File: config.mk
export PLATFORM = sky130hd
export DESIGN_NAME = maze_game
export DESIGN_NICKNAME = d
export VERILOG_FILES = /design/src/rtl/maze_game.sv
export SDC_FILE = /design/constraint.sdc
export NUM_CORES = 1
export LEC_CHECK = 0
export BUFFER_PORTS_ARGS = -buffer_cell sky130_fd_sc_hd__buf_2
export CORE_ASPECT_RATIO = 1.2
export CORE_MARGIN = 3
export CORE_UTILIZATION = 50
export DETAILED_ROUTE_END_ITERATION = 8
export PLACE_DENSITY = 0.84
export SLEW_MARGIN = 20
export SYNTH_ARGS = -nofsm -noshare
export SYNTH_HDL_FRONTEND = slang
export SYNTH_SLANG_ARGS = --single-unit
File: constraint.sdc
create_clock -name clk -period 3.6 [get_ports clk]
set_input_delay 0.72 -clock clk [delete_from_list [all_inputs] [get_ports clk]]
set_output_delay 0.72 -clock clk [all_outputs]
set_load 0.03 [all_outputs]
File: src/rtl/maze_game.sv
// Grid adventure game: walls, sword, dragon, exit and a move budget on a ROWS x COLS map.
// Sticky d/win outputs plus position, inventory, move count, bump and death-cause observability.
module maze_game #(
  parameter int ROWS      = 4,
  parameter int COLS      = 4,
  parameter int START_R   = 0,
  parameter int START_C   = 0,
  parameter int SWORD_R   = 3,
  parameter int SWORD_C   = 0,
  parameter int DRAGON_R  = 2,
  parameter int DRAGON_C  = 2,
  parameter int EXIT_R    = 3,
  parameter int EXIT_C    = 3,
  parameter logic [ROWS*COLS-1:0] WALL_MAP = 16'h0040,
  parameter int MAX_MOVES = 20,
  localparam int unsigned RW = (ROWS > 2) ? $clog2(ROWS) : 1,
  localparam int unsigned CW = (COLS > 2) ? $clog2(COLS) : 1,
  localparam int unsigned MW = $clog2(MAX_MOVES + 1)
) (
  input  logic          clk,
  input  logic          reset,
  input  logic          n,
  input  logic          s,
  input  logic          e,
  input  logic          w,
  output logic          d,
  output logic          win,
  output logic [1:0]    cause,
  output logic [RW-1:0] row,
  output logic [CW-1:0] col,
  output logic          sword,
  output logic          slain,
  output logic          bump,
  output logic [MW-1:0] moves
);

  localparam logic [1:0] PLAY = 2'd0;
  localparam logic [1:0] DEAD = 2'd1;
  localparam logic [1:0] WON  = 2'd2;

  localparam logic [1:0] CAUSE_NONE    = 2'd0;
  localparam logic [1:0] CAUSE_DRAGON  = 2'd1;
  localparam logic [1:0] CAUSE_TIMEOUT = 2'd2;

  // Special cells must be open and pairwise distinct.
  if (ROWS < 2 || COLS < 2 || MAX_MOVES < 1 ||
      WALL_MAP[START_R*COLS+START_C] || WALL_MAP[SWORD_R*COLS+SWORD_C] ||
      WALL_MAP[DRAGON_R*COLS+DRAGON_C] || WALL_MAP[EXIT_R*COLS+EXIT_C] ||
      (START_R == SWORD_R && START_C == SWORD_C) ||
      (START_R == DRAGON_R && START_C == DRAGON_C) ||
      (START_R == EXIT_R && START_C == EXIT_C) ||
      (SWORD_R == DRAGON_R && SWORD_C == DRAGON_C) ||
      (SWORD_R == EXIT_R && SWORD_C == EXIT_C) ||
      (DRAGON_R == EXIT_R && DRAGON_C == EXIT_C)) begin : g_bad_cfg
    $error("maze_game: invalid grid configuration");
  end

  logic [1:0]    state_q, state_d;
  logic [RW-1:0] row_q, row_d;
  logic [CW-1:0] col_q, col_d;
  logic [MW-1:0] moves_q, moves_d;
  logic [1:0]    cause_q, cause_d;
  logic          sword_q, sword_d;
  logic          slain_q, slain_d;
  logic          bump_q, bump_d;
  logic          d_q, d_d;
  logic          win_q, win_d;

  int   req_cnt;
  int   tr, tc, idx;
  logic off_grid, blocked, hit_dragon, hit_exit;

  always_ff @(posedge clk) begin
    if (reset) begin
      state_q <= PLAY;
      row_q   <= RW'(START_R);
      col_q   <= CW'(START_C);
      moves_q <= '0;
      cause_q <= CAUSE_NONE;
      sword_q <= 1'b0;
      slain_q <= 1'b0;
      bump_q  <= 1'b0;
      d_q     <= 1'b0;
      win_q   <= 1'b0;
    end else begin
      state_q <= state_d;
      row_q   <= row_d;
      col_q   <= col_d;
      moves_q <= moves_d;
      cause_q <= cause_d;
      sword_q <= sword_d;
      slain_q <= slain_d;
      bump_q  <= bump_d;
      d_q     <= d_d;
      win_q   <= win_d;
    end
  end

  // Classify the request, attempt the move, then resolve the entered cell and budget.
  always_comb begin
    state_d    = state_q;
    row_d      = row_q;
    col_d      = col_q;
    moves_d    = moves_q;
    cause_d    = cause_q;
    sword_d    = sword_q;
    slain_d    = slain_q;
    bump_d     = 1'b0;
    req_cnt    = $countones({n, s, e, w});
    tr         = int'(row_q) + (s ? 1 : 0) - (n ? 1 : 0);
    tc         = int'(col_q) + (e ? 1 : 0) - (w ? 1 : 0);
    off_grid   = (tr < 0) || (tr >= ROWS) || (tc < 0) || (tc >= COLS);
    idx        = off_grid ? 0 : tr * COLS + tc;
    blocked    = !off_grid && WALL_MAP[idx];
    hit_dragon = 1'b0;
    hit_exit   = 1'b0;

    if (state_q == PLAY) begin
      if (req_cnt > 1) begin
        bump_d = 1'b1;
      end else if (req_cnt == 1) begin
        moves_d = MW'(moves_q + 1'b1);
        if (off_grid || blocked) begin
          bump_d = 1'b1;
        end else begin
          row_d = RW'(tr);
          col_d = CW'(tc);
          if (tr == SWORD_R && tc == SWORD_C) sword_d = 1'b1;
          if (tr == DRAGON_R && tc == DRAGON_C && !slain_q) begin
            if (sword_q) slain_d = 1'b1;
            else         hit_dragon = 1'b1;
          end
          hit_exit = (tr == EXIT_R) && (tc == EXIT_C);
        end
        if (hit_exit) begin
          state_d = WON;
        end else if (hit_dragon) begin
          state_d = DEAD;
          cause_d = CAUSE_DRAGON;
        end else if (moves_d == MW'(MAX_MOVES)) begin
          state_d = DEAD;
          cause_d = CAUSE_TIMEOUT;
        end
      end
    end

    d_d   = (state_d == DEAD);
    win_d = (state_d == WON);
  end

  assign d     = d_q;
  assign win   = win_q;
  assign cause = cause_q;
  assign row   = row_q;
  assign col   = col_q;
  assign sword = sword_q;
  assign slain = slain_q;
  assign bump  = bump_q;
  assign moves = moves_q;

endmodule

==> qor.yml, run 1 <==
via_count: 919
arrival_ps: 3350
first_pass_iters: 4
rsz0062_at_grt: "false"
yosysTopAreaCell: "dfxtp_1"
fin_nets: 163
min_to: "bump"
diodes: 0
n_fill_cell: 180
cts_hold_buf: 0
io_buffers: 21
r2r-start: "col[0]"
hp-class: "reg -> reg"
dpl.hpwl_um: 1835
setup_ws_ps: 487.5
seqCellArea_sq_um: 360.3
multi_input_area_sq_um: 690.7
hold_start: "state_q[1]"
yosys.area.top_type_share_pct: 32.21
postCtsSetupBuffers: 0
min_period_over_period_pct: 86.46
tightestPinTransition_ps: 559.3
required_ps: 3830
ys_top_cells_by_area: "dfxtp_1 32%, ha_1 15%, fa_1 5.4%"
critPathKind: "in -> reg"
start_util_pct: 53.41
clk_pin_slew_ps: 100
wirelength_um: 2308
design.portCount: 22
ys_types: 38
hold_depth: 1
ys_seq_elements: 18
cts_root_buf: "clkbuf_4"
grt_pass1_vias: 952
crit_slowest_cell: "or4b_1"
dp_slack_ps: 196.7
rows: 18
core_area_sq_um: 2095
seqPwrFrac_pct: 47.0
cts.path.max_buffers: 2
crit_path_end_kind: "register"
cts_sinks: 18
p_total_uw: 436.8
ys_seq_area_share_pct: 32.21
numCtsBuffers: 3
setup_viol: 0
drt-wirelength-per-cell_um: 13.58
drv_cap: 0
drt_iter0_drc: 28
synth_ff_type: "dfxtp_1"
path_cells: "buf_2 > ha_1 > inv_1 > ha_1 > fa_1 > xnor2_1 > ha_1 > xnor2_1 > xnor2_1 > o211ai_2 > or4b_1 > o31ai_1"
cts_resized: 0
r2r_slack_ps: 600
overflow: 0
via_per_inst: 5.406
ys_warn_count: 0
htree_levels: 1
dieWidth_um: 49.18
rr_endpoint: "col[0]"
antenna_found_initial: 0
grt_max_degree: 18
synth_nets: 139
clkLatencyLatePin_ps: 310
outcome: "finished clean"
synthArstFlopShare_pct: 0
gp_congestion: 0.8367
netlist_instances: 117
maxSlewHeadroom_pct: 62.20
final_layout_size_suffix_gt1_share_pct: 23.57
swShare_pct: 30.30
drc: 0
final.min_clock_period_ps: 3112
p_int_uw: 304.5
comb_power_share_pct: 23.2
fin_skew_ps: 1.990
synth-edff-count: 0
max_freq_mhz: 321.3
area_growth_pct: 15.32
cts_tree: "built"
track_usage_pct: 18.49
slew_viol_final: 0
die_y_um: 57.81
p_sw_uw: 132.3
ant_nets: 0
path_max_fanout: 9
tns_ps: 0
synth_area_per_cell_sq_um: 9.560
r2r_cells: 12
grt_pass1_wl_um: 4036
power_density_nw_per_um2: 338.6
critPathMaxStageDelay_ps: 520
synth_area_sq_um: 1119
pwr-share-clk_pct: 29.8
startpoint_type: "input pin"
vdd_drop_max_uv: 197.0
hold_viol_final: 0
p_leak_uw: 0.0005843
dieArea_sq_um: 2843
critical path: cells and delay by family:
kind | cells | cell delay (ps)
simple gates | 1 | 520
buf+inv | 2 | 150
fa+ha+maj | 4 | 1090
xor+xnor | 3 | 570
compound gates | 2 | 310
stage by stage:
stage / hold WS (ps) / util (%) / cell area, sq um / std cells
finish: 498.4 / 61.59 / 1290 / 170
floorplan: 448.5 / - / 1119 / 117
global route: 516.6 / 61.59 / 1290 / 170
detailed placement: 478.9 / 59.86 / 1254 / 166
CTS: 493.0 / 61.59 / 1290 / 170
global placement: 468.9 / 59.86 / 1254 / 166
how the worst max path moves through the flow:
stage	from	end	slack (ps)	cells after the start
finish	w	col[0]	490	12
CTS	w	col[0]	480	12
global placement	w	row[0]	310	12
detailed placement	w	col[0]	200	12
floorplan	w	col[0]	520	11
global route	w	col[0]	280	12
state kept, by name, summed over array words and instances (netlist names):
signal,cells
cause,2
slain,1
row,2
d,1
moves,5
state_q,2
col,2
bump,1
win,1
sword,1
cell usage after synthesis (2+ instances only):
master	number
and4b_1	2
clkbuf_1	2
dfxtp_1	18
fa_1	3
ha_1	13
inv_1	16
nand2_1	3
nand2b_1	2
nand3b_1	2
nand4_1	2
nor2_1	10
nor2b_1	2
nor3_1	4
nor4_1	2
o21a_1	4
o31ai_1	3
or4b_1	3
xnor2_1	4
xor2_1	3
logic make-up after synthesis:
kind of cell | after synthesis | share of synthesized area (%)
AND/OR/NAND/NOR | 39 | 21.81
AO/OA/AOI/OAI | 18 | 13.65
buffers and inverters | 18 | 6.041
flip-flops | 18 | 32.22
adder cells (fa/ha/maj) | 16 | 19.91
XOR/XNOR | 7 | 5.481
multiplexers | 1 | 0.8949
layout make-up:
class	instances	share of cell area, %
clock buffers	4	2.813
well taps	30	2.910
multi-input cells	81	53.54
repair buffers	21	8.147
inverters	16	4.656
flip-flops and latches	18	27.93
layer usage:
metal	vias up	wire, um	GRT usage [%]
li1	455	-	-
met1	430	953	21.23
met2	29	1195	33.52
met3	5	105	1.542
met4	0	53	10.57
met5	-	0	0
placed cells by master, fill, tap and decap left out, types with 2 or more instances in the layout:
master and count:
and4b_1 2, buf_2 21, clkbuf_4 3, dfxtp_1 18, fa_1 3, ha_1 13, inv_1 16, nand2_1 3
nand2b_1 2, nand3b_1 2, nand4_1 2, nor2_1 10, nor2b_1 2, nor3_1 4, nor4_1 2, o21a_1 4
o31ai_1 3, or4b_1 3, xnor2_1 4, xor2_1 3
power by group through the flow:
stage          Sequential, uW  Clock, uW  Combinational, uW
2_1_floorplan             217          0               69.2
3_3_place_gp              210          0               93.9
3_5_place_dp              210          0                100
4_1_cts                   206        133                102
5_1_grt                   206        138                114
6_report                  205        130                101
Note: power is estimated with default switching activity, not from simulation.
==> run 2, diff against run 1 <==
Settings changed: ABC_AREA from default to 1, CORE_MARGIN 3 to 8.
==> qor.yml, run 2 <==
outcome: "finished clean"
cts_sinks: 18  # unchanged
ys_warn_count: 0  # unchanged
overflow: 0  # unchanged
design.portCount: 22  # unchanged
r2r_cells: 18  # +6
ys_top_cells_by_area: "dfxtp_1 30%, ha_1 14%, inv_1 8.2%"
drc: 0  # unchanged
netlist_instances: 150  # +28%
synth-edff-count: 0  # unchanged
grt_pass1_vias: 986  # +3.6%
critPathKind: "in -> reg"
crit_family: "adder cells"
dieArea_sq_um: 4200  # +48%
wirelength_um: 2339  # +1.3%
path_cells: "buf_2 > ha_1 > inv_1 > ha_1 > fa_1 > nand2_1 > nand2_4 > ha_1 > inv_1 > nand2_1 > nand2_1 > nand2_1 > nand3_2 > nand2_2 > nor2_4 > inv_2 > o21ai_1 > a21oi_1"
io_buffers: 21  # unchanged
cts_tree: "built"
startpoint_type: "input pin"
tightestPinTransition_ps: 211.4  # -347.9 ps
synth_area_sq_um: 1189  # +6.3%
required_ps: 3810  # -20 ps
via_per_inst: 4.820  # -11%
clkLatencyLatePin_ps: 310  # about the same
area_growth_pct: 14.53
ys_top_cells_by_count: "26 x inv_1, 18 x dfxtp_1, 17 x nand2_1, 13 x ha_1, 11 x nor2_1"
crit_slowest_cell: "fa_1"
cts_resized: 0  # unchanged
synth_ff_type: "dfxtp_1"
hp-class: "reg -> reg"
yosys.area.top_type_share_pct: 30.32  # -1.9 points
synthArstFlopShare_pct: 0  # unchanged
synth_nets: 172  # +24%
yosysTopAreaCell: "dfxtp_1"
r2r-start: "col[0]"
ys_types: 28  # -26%
ys_seq_elements: 18  # unchanged
crit_path_end_kind: "register"
p_int_uw: 307.8  # +1.1%
swShare_pct: 32.28  # +2.0 points
dieWidth_um: 60.51  # +23%
clk_pin_slew_ps: 110  # about the same
path_max_fanout: 6  # -3
largest_register_ffs: 5  # unchanged
hold_depth: 2  # +1
final_layout_size_suffix_gt1_share_pct: 30.46  # +6.9 points
critPathMaxStageDelay_ps: 400  # -120 ps
drt-wirelength-per-cell_um: 11.41  # -16%
cp-startpoint: "w"
mostFrequentLayoutCells: "26 x inv_1, 21 x buf_2, 18 x dfxtp_1"
vdd_drop_max_uv: 216.9  # +10%
p_leak_uw: 0.0006714  # +15%
power_density_nw_per_um2: 333.9  # -1.4%
hold_viol_final: 0  # unchanged
htree_levels: 1  # unchanged
gp_congestion: 0.7980  # -4.6%
final.min_clock_period_ps: 2720  # -392.2 ps
comb_power_share_pct: 25.9  # +2.7 points
tns_ps: 0  # unchanged
numCtsBuffers: 3  # unchanged
ys_seq_area_share_pct: 30.32  # -1.9 points
synth_area_per_cell_sq_um: 7.924  # -17%
fin_skew_ps: 12.07  # +10.08 ps
fin_nets: 197  # +21%
grt_pass1_wl_um: 4029  # -0.17%
diodes: 0  # unchanged
setup_viol: 0  # unchanged
core_area_sq_um: 2282  # +9.0%
rows: 19  # +1
min_period_over_period_pct: 75.56  # -11 points
seqPwrFrac_pct: 45.6  # -1.4 points
via_count: 988  # +7.5%
drv_cap: 0  # unchanged
instances_no_fill: 205  # +21%
drt_iter0_drc: 28  # unchanged
critical_path_buf_inv_count: 4  # +2
mostFrequentLayoutCell: "inv_1"
slew_viol_final: 0  # unchanged
pwr-share-clk_pct: 28.4  # -1.4 points
track_usage_pct: 12.41  # -6.1 points
crit_top_cell: "nand2_1"
maxSlewHeadroom_pct: 85.87  # +24 points
dpl.hpwl_um: 1956  # +6.6%
arrival_ps: 2930  # -420 ps
hold_start: "cause[1]"
n_fill_cell: 214  # +19%
cts_hold_buf: 0  # unchanged
antenna_found_initial: 0  # unchanged
die_y_um: 69.41  # +20%
p_sw_uw: 146.7  # +11%
postCtsSetupBuffers: 0  # unchanged
cp_num_cells: 18  # +6
ant_nets: 0  # unchanged
rsz0062_at_grt: "false"
first_pass_iters: 4  # unchanged
cts.path.max_buffers: 2  # unchanged
grt_max_degree: 12  # -6
post-place-cells: 201  # +21%
start_util_pct: 52.08  # -1.3 points
max_freq_mhz: 367.6  # +14%
cts_root_buf: "clkbuf_4"
yosysMostFrequentCell: "inv_1"
-- run 2: final cells by class --
| cell class | count | area (sq um) | share of cell area (%) |
|---|---|---|---|
| Timing Repair Buffer | 21 | 105.1 | 7.721 |
| Inverter | 32 | 120.1 | 8.823 |
| Sequential cell | 18 | 360.3 | 26.47 |
| Tap cell | 31 | 38.79 | 2.849 |
| Multi-Input combinational cell | 99 | 700.7 | 51.47 |
| Clock buffer | 4 | 36.28 | 2.665 |
-- run 2: worst paths after layout --
kind	end	slack, ps
worst max register to register	row[0]	1000
worst min register to register	cause[1]	460
worst max-delay path	row[0]	880
worst min-delay path	cause[1]	460
-- run 2: cells by family after synthesis --
group / after synthesis / share of synthesized area [%]
and+or+nand+nor: 61 / 28.84
buffers and inverters: 33 / 10.74
AOI/OAI and AO/OA: 21 / 10.63
DFF: 18 / 30.32
adders and majority gates: 16 / 18.74
xor gates and xnor gates: 1 / 0.7370
-- run 2: per-layer routing --
layer	wire [um]	GRT usage, %
met5	0	0
met1	967	11.92
met3	87	3.525
met2	1235	22.50
met4	48	6.234
-- run 2: through the flow --
step	area, sq um	setup WS (ps)	util, %	power, uW	hold slack (ps)
2_1_floorplan	1189	789.7	-	304.9	467.5
4_1_cts	1361	867.7	59.65	460.8	467.0
3_5_place_dp	1325	535.2	58.06	330.0	451.7
5_1_grt	1361	662.8	59.65	483.2	492.1
6_report	1361	879.7	59.65	454.5	464.1
3_3_place_gp	1325	586.6	58.06	325.4	449.3
-- run 2: power groups by stage --
| stage | Sequential (uW) | Combinational, uW | Clock (uW) |
|---|---|---|---|
| 3_5_place_dp | 212 | 118 | 0 |
| 4_1_cts | 208 | 119 | 134 |
| 6_report | 207 | 118 | 129 |
| 5_1_grt | 208 | 132 | 143 |
| 3_3_place_gp | 212 | 114 | 0 |
| 2_1_floorplan | 221 | 83.5 | 0 |
-- run 2: tightest hold or removal path: stages (launching register included) --
cell,delay (ps)
dfxtp_1,320
nand2_1,60
a21oi_1,50
==> run 3, diff against run 2 <==
Clock period 3.6 ns to 2.77 ns, I/O delays scaled along.
==> qor.yml, run 3 (synthesized netlist as in run 2, its figures left out) <==
critPathKind: "reg -> reg"
crit_path_end_kind: "register"
hold_viol_final: 0  # unchanged
rows: 19  # unchanged
htree_levels: 1  # unchanged
overflow: 0  # unchanged
cts_tree: "built"
hp-class: "reg -> reg"
gp_congestion: 0.8033  # +0.66%
slew_viol_final: 0  # unchanged
drc: 0  # unchanged
mostFrequentLayoutCell: "inv_1"
p_int_uw: 402.3  # +31%
p_sw_uw: 190.8  # +30%
clkLatencyLatePin_ps: 300  # about the same
p_total_uw: 593.1  # +30%
grt_max_degree: 12  # unchanged
rsz0062_at_grt: "false"
vdd_drop_max_uv: 276.6  # +28%
dpl.hpwl_um: 1991  # +1.8%
critical_path_buf_inv_count: 2  # -2
die_y_um: 69.41  # unchanged
crit_top_cell: "nand2_2"
crit_slowest_cell: "fa_1"
design.portCount: 22  # unchanged
drv_cap: 0  # unchanged
final.min_clock_period_ps: 2515
via_per_inst: 4.725  # -2.0%
pwr-share-clk_pct: 28.3  # about the same
first_pass_iters: 4  # unchanged
swShare_pct: 32.17  # -0.11 points
cts.path.max_buffers: 2  # unchanged
dieWidth_um: 60.51  # unchanged
max_freq_mhz: 397.6
maxSlewHeadroom_pct: 85.50  # -0.36 points
path_cells: "inv_1 > ha_1 > inv_1 > ha_1 > fa_1 > nand2_1 > nand2_4 > ha_1 > nor3b_2 > nand3_2 > nand3_2 > nand2_2 > nand2_2 > nand2_2 > nand2_2 > nor2_2"
ant_nets: 0  # unchanged
seqPwrFrac_pct: 45.5  # about the same
cts_sinks: 18  # unchanged
area_growth_pct: 15.79
tightestPinTransition_ps: 217.4  # +6.015 ps
fin_nets: 199  # +1.0%
wirelength_um: 2361  # +0.94%
n_fill_cell: 233  # +8.9%
comb_power_share_pct: 26.2  # +0.3 points
cts_root_buf: "clkbuf_4"
diodes: 0  # unchanged
required_ps: 2960  # -850 ps
numCtsBuffers: 3  # unchanged
p_leak_uw: 0.0006815  # +1.5%
outcome: "finished clean"
drt-wirelength-per-cell_um: 11.41  # about the same
via_count: 978  # -1.0%
grt_pass1_vias: 993  # +0.71%
min_period_over_period_pct: 90.79
path_max_fanout: 3  # -3
antenna_found_initial: 0  # unchanged
core_area_sq_um: 2282  # unchanged
dieArea_sq_um: 4200  # unchanged
postCtsSetupBuffers: 0  # unchanged
drt_iter0_drc: 11  # -61%
cts_resized: 0  # unchanged
final_layout_size_suffix_gt1_share_pct: 31.25  # +0.79 points
clk_pin_slew_ps: 120  # about the same
cts_hold_buf: 0  # unchanged
grt_pass1_wl_um: 4181  # +3.8%
critPathMaxStageDelay_ps: 380  # -20 ps
crit_family: "adder cells"
post-route-util_pct: 60.31  # +0.66 points
setup_viol: 0  # unchanged
arrival_ps: 2700  # -230 ps
largest_register_ffs: 5  # unchanged
io_buffers: 21  # unchanged
mostFrequentLayoutCells: "26 x inv_1, 21 x buf_2, 18 x dfxtp_1"
startpoint_type: "register"
power_density_nw_per_um2: 430.9  # +29%
fin_skew_ps: 13.69  # +1.621 ps
track_usage_pct: 12.34  # -0.068 points
r2r_slack_ps: 260  # -740 ps
start_util_pct: 52.08  # unchanged
==> run 3: worst paths after layout <==
kind,from,end,cells after the start
worst min-delay path,cause[1],cause[1],2
worst max-delay path,col[0],d,16
worst max register to register,col[0],d,16
worst min register to register,cause[1],cause[1],2
==> run 3: tightest hold or removal path: stages (launching register included) <==
cell and delay (ps):
dfxtp_1 320, nand2_1 60, a21oi_1 50
==> run 3: routing by layer <==
layer  GRT usage, %  routed length, um  share of wire, %
met5              0                  0                 0
met4          3.117                 19              0.80
met3          2.412                 68               2.9
met2          22.26               1236                52
met1          13.87               1036                44
==> run 3: area by class of cell <==
| type | instances | area (sq um) | share of cell area, % |
|---|---|---|---|
| clock buffers | 4 | 36.28 | 2.636 |
| well taps | 31 | 38.79 | 2.818 |
| multi-input cells | 99 | 700.7 | 50.91 |
| flip-flops and latches | 18 | 360.3 | 26.18 |
| repair buffers | 23 | 120.1 | 8.727 |
| inverters | 32 | 120.1 | 8.727 |
==> run 3: power by group through the flow <==
stage                     Combinational [uW]  Sequential, uW  Clock (uW)
after floorplan                          109             288           0
after global placement                   151             275           0
after detailed placement                 156             276           0
after CTS                                157             270         172
after global routing                     176             271         181
final                                    155             270         168
==> run 3: metrics by stage <==
| step | worst slack, ps | hold slack, ps | cell area, sq um | setup TNS [ps] | instances |
|---|---|---|---|---|---|
| 6_report | 255.1 | 468.8 | 1376 | 0 | 207 |
| 5_1_grt | 9.487 | 480.2 | 1376 | 0 | 207 |
| 4_1_cts | 233.6 | 468.6 | 1376 | 0 | 207 |
| 3_5_place_dp | -68.32 | 453.0 | 1340 | -275.0 | 203 |
| 3_3_place_gp | -8.427 | 449.5 | 1340 | -8.427 | 203 |
| 2_1_floorplan | 82.56 | 467.5 | 1189 | 0 | 150 |
